## src/rtl/nibble_serializer.sv

```systemverilog
// rtl/nibble_serializer.sv - nibble FIFO feeding a gapless one-bit-per-clock serializer with frame strobe
module nibble_serializer #(
  parameter int DEPTH     = 4,
  parameter bit MSB_FIRST = 1'b1
) (
  input  logic       clk,
  input  logic       r,
  input  logic [3:0] din,
  input  logic       din_valid,
  output logic       din_ready,
  output logic       D,
  output logic       frame,
  output logic       busy,
  output logic       empty
);

  localparam int AW = $clog2(DEPTH);
  localparam logic [AW:0] FULL_COUNT = (AW+1)'(DEPTH);

  typedef enum logic {IDLE, SHIFT} state_t;

  state_t        state;
  logic [3:0]    mem [DEPTH];
  logic [AW-1:0] wr_ptr;
  logic [AW-1:0] rd_ptr;
  logic [AW:0]   count;
  logic [3:0]    sr;
  logic [3:0]    sr_shift;
  logic [3:0]    head;
  logic [1:0]    bit_cnt;
  logic          push;
  logic          pop;

  assign empty     = (count == '0);
  assign din_ready = (count != FULL_COUNT);
  assign push      = din_valid && din_ready;
  // The last bit of a nibble pops the next one so back-to-back nibbles have no gap.
  assign pop       = !empty && ((state == IDLE) || (bit_cnt == 2'd3));
  assign head      = mem[rd_ptr];
  assign sr_shift  = MSB_FIRST ? {sr[2:0], 1'b0} : {1'b0, sr[3:1]};

  function automatic logic lead_bit(input logic [3:0] n);
    return MSB_FIRST ? n[3] : n[0];
  endfunction

  always_ff @(posedge clk) begin
    if (push && !r) mem[wr_ptr] <= din;
  end

  always_ff @(posedge clk) begin
    if (r) begin
      wr_ptr <= '0;
      rd_ptr <= '0;
      count  <= '0;
    end else begin
      if (push) wr_ptr <= wr_ptr + 1'b1;
      if (pop)  rd_ptr <= rd_ptr + 1'b1;
      case ({push, pop})
        2'b10:   count <= count + 1'b1;
        2'b01:   count <= count - 1'b1;
        default: count <= count;
      endcase
    end
  end

  always_ff @(posedge clk) begin
    if (r) begin
      state   <= IDLE;
      sr      <= '0;
      bit_cnt <= '0;
      D       <= 1'b0;
      frame   <= 1'b0;
      busy    <= 1'b0;
    end else begin
      case (state)
        IDLE: begin
          if (pop) begin
            state   <= SHIFT;
            sr      <= head;
            bit_cnt <= '0;
            D       <= lead_bit(head);
            frame   <= 1'b1;
            busy    <= 1'b1;
          end
        end
        SHIFT: begin
          if (bit_cnt != 2'd3) begin
            sr      <= sr_shift;
            bit_cnt <= bit_cnt + 2'd1;
            D       <= lead_bit(sr_shift);
            frame   <= 1'b0;
          end else if (pop) begin
            sr      <= head;
            bit_cnt <= '0;
            D       <= lead_bit(head);
            frame   <= 1'b1;
          end else begin
            state   <= IDLE;
            sr      <= '0;
            bit_cnt <= '0;
            D       <= 1'b0;
            frame   <= 1'b0;
            busy    <= 1'b0;
          end
        end
        default: state <= IDLE;
      endcase
    end
  end

endmodule

```

## config.mk

```make
export PLATFORM = sky130hd
export DESIGN_NAME = nibble_serializer
export DESIGN_NICKNAME = d
export VERILOG_FILES = /design/src/rtl/nibble_serializer.sv
export SDC_FILE = /design/constraint.sdc
export NUM_CORES = 1
export LEC_CHECK = 0
export ABC_AREA = 1
export BUFFER_PORTS_ARGS = -buffer_cell sky130_fd_sc_hd__buf_2
export CAP_MARGIN = 10
export CELL_PAD_IN_SITES_DETAIL_PLACEMENT = 2
export CELL_PAD_IN_SITES_GLOBAL_PLACEMENT = 2
export CORE_ASPECT_RATIO = 1.75
export CORE_MARGIN = 2
export CORE_UTILIZATION = 32
export DETAILED_ROUTE_END_ITERATION = 10
export PLACE_DENSITY = 0.8
export SETUP_SLACK_MARGIN = 0.05
export SLEW_MARGIN = 0
export SYNTH_ARGS = -nofsm -noshare
export SYNTH_HDL_FRONTEND = slang
export SYNTH_SLANG_ARGS = --single-unit
```

## constraint.sdc

```tcl
create_clock -name clk -period 1.84 [get_ports clk]
set_input_delay 0.184 -clock clk [delete_from_list [all_inputs] [get_ports clk]]
set_output_delay 0.184 -clock clk [all_outputs]
set_load 0.02 [all_outputs]
```

==> key figures <==
Power and ir drop
  – LEAKAGE: 0.877 nW
  – Power per standard cell area: 1530 mW/mm²
  – Worst vdd ir: 0.943 mV

STA
  – Min Tclk post-route: 1.80 ns
  – Clock skew: 0.00695 ns
  – Setup ws final: 0.0390 ns
  – Highest clock rate: 0.555 GHz
  – Slew Viols, Final: 0
  – Crit share post-route: 97.9%
  – Final hold vios: 0
  – Final setup TNS: 0 ns
  – RSZ-0062 raised after global routing: true
  – Measured slew at the worst slew-check pin: 0.430 ns
  – Slew HR: 71.3%
  – Finish-stage setup viols: 0

Floorplanning
  – Die width: 57.0 µm
  – Die Area: 0.00551 mm²
  – Cell Rows: 33
  – Die height: 96.7 µm
  – Io pins: 12
  – Initial Util: 33.4%
  – Core area: 0.00471 mm²

CTS
  – Worst-Skew Late Latency: 0.29 ns
  – H-tree Lvls: 2
  – CTS clk-pin slew, worst paths: 0.07 ns
  – Number of buffers created by CTS: 5
  – CTS Root Cell: clkbuf_8
  – Clock Path Buffers: 2
  – TritonCTS clock tree: built
  – Clock sink total: 34

Layout
  – Proportion of layout cells with a drive suffix above 1: 27.3%
  – N_diodes: 0
  – Final Core Density: 40.4%
  – Fin nets: 218
  – Final Non-Filler Cells: 257
  – Area delta synth->final: 21.0%
  – Post-route design area: 0.00190 mm²

Yosys
  – Yosys warning count: 0
  – Unique masters post-synth: 20
  – Syn Std Cell Area: 0.00157 mm²
  – #FFs+latches synth: 34
  – Synthesized area per cell: 8.87 µm²
  – Synth Instances: 177
  – Syn_nets: 191
  – Post-synthesis sequential area ratio: 53.5%

Worst setup path
  – Crit path kind: flop to flop
  – Worst Path Arrival: 2.01 ns
  – Reg-to-reg slack, setup: 0.04 ns
  – Crit path launch: bit_cnt[0]
  – Largest fanout on the critical path: 4
  – Worst R2R End: count[2]
  – RR Startpoint: bit_cnt[0]
  – CP Launch Type: flop
  – FF-to-FF path depth: 13
  – Crit path capture type: flop
  – End of the critical path: count[2]
  – Critical path required time: 2.05 ns

Placement
  – Placed inst area: 0.00170 mm²
  – HPWL Detailed: 2.97 mm
  – GP Congestion: 0.730
  – Port Buffers: 11
  – Number of cells in the design after placement: 241
  – Pre-CTS WS: -0.159 ns

Global route
  – Initial antenna violation count: 0
  – Largest net degree at the start of global routing: 12
  – Global-route wire length before repair: 6.62 mm
  – GRT Residual Overflow: 0
  – Number of global-route vias before repair: 1391
  – Gr usage total: 15.9%

Status
  – Outcome: completed

Job
  – Max Cap Viol: 0

Detailed routing
  – Detail Route Antenna Nets: 0
  – Post-Route WL: 4.10 mm
  – Vias: 1221
  – Via density: 4.75
  – DRC: 0
  – Drt wl/cell: 16.0 µm
  – First-pass DRT Iterations: 4
  – Initial DRC count: 18

Worst hold path
  – Class of the worst hold path: input port to flop
==> state kept, by name (all words and copies together), names as in the netlist, named ones only <==
| name | count |
|---|---|
| count | 3 |
| frame | 1 |
| rd_ptr | 2 |
| busy | 1 |
| D | 1 |
| mem | 16 |
| state | 1 |
| sr | 3 |
| bit_cnt | 2 |
| wr_ptr | 2 |
==> metrics by stage <==
stage                     hold slack [ns]  total power [W]
final                               0.111          0.00291
after detailed placement            0.402          0.00218
after global routing                0.110          0.00314
after global placement              0.393          0.00208
after floorplan                     0.253          0.00184
after CTS                           0.100          0.00284
==> worst max-delay path: stages, from the launching register on <==
cell and delay [ns]:
dfxtp_4 0.37, ha_4 0.15, nor2_4 0.05, inv_2 0.08, nand2_4 0.06, inv_4 0.06
ha_4 0.15, inv_4 0.04, fa_2 0.36, inv_2 0.07, nand2_2 0.05, nand3_2 0.09
o21ai_2 0.06, a21oi_1 0.14
==> worst min-delay path by stage <==
stage                     cells after the start    endpoint  slack [ns]  startpoint
after floorplan                               1  bit_cnt[1]        0.25           r
after detailed placement                      1   mem[3][0]        0.40      din[0]
after global routing                          1   mem[2][3]        0.11      din[3]
after global placement                        1   mem[1][0]        0.39      din[0]
final                                         1   mem[3][0]        0.11      din[0]
after CTS                                     1   mem[0][0]        0.10      din[0]
==> Yosys cell counts, drive strengths merged <==
cell | count | share of area [%]
nor2 | 6 | 2.4
clkbuf | 1 | 0.24
a21oi | 16 | 5.1
nand3 | 12 | 4.6
nand2 | 44 | 13
edfxtp | 16 | 31
buf | 1 | 0.48
xor2 | 1 | 0.56
dfxtp | 18 | 23
inv | 42 | 10
o21ai | 12 | 4.1
clkinv | 1 | 0.32
fa | 1 | 1.3
ha | 6 | 4.8
==> power by group <==
group          total, W  internal, W  switching [W]
clock          0.000532     0.000259       0.000273
sequential      0.00111     0.000967       0.000146
combinational   0.00126     0.000492       0.000770
==> timing repair <==
| item | in CTS | in global routing |
|---|---|---|
| pin swaps | 4 | 8 |
| gates resized for setup | 13 | 5 |
| hold buffers | 0 | 0 |
| buffers inserted | 2 | 6 |
| setup endpoints to repair | 2 | 2 |
| cloned | 0 | 0 |
==> kinds of logic (layout without fill, tap and decap cells) <==
family,after synthesis,after routing,synth area share [%]
compound gates,28,28,9.16
xor+xnor,1,1,0.558
fa+ha+maj,7,7,6.06
buf+inv,45,73,11.1
flops,34,34,53.5
simple gates,62,62,19.6
==> metal layers <==
| metal | vias to the layer above | wire [µm] | GRT usage [%] |
|---|---|---|---|
| li1 | 600 | - | - |
| met2 | 9 | 2530 | 31.7 |
| met4 | 0 | 79 | 6.44 |
| met3 | 6 | 63 | 3.21 |
| met1 | 606 | 1430 | 14.8 |
| met5 | - | 0 | 0 |
==> final cells by class <==
cell class	instances	area [µm²]
Fill cell	548	2810
Sequential cell	34	848
Multi-Input combinational cell	98	597
Inverter	43	168
Timing Repair Buffer	22	138
Clock buffer	5	68.8
Tap cell	52	65.1
Clock inverter	3	16.3
==> layout by cell type (no fill, tap or decap), drive strengths merged, types with 3 or more instances in the layout <==
master	synthesis	final
clkinv	1	3
clkbuf	1	5
edfxtp	16	16
o21ai	12	12
dfxtp	18	18
ha	6	6
nand3	12	12
inv	42	42
nor2	6	6
buf	1	22
nand2	44	44
a21oi	16	16
Power figures use the tool's default switching activity.
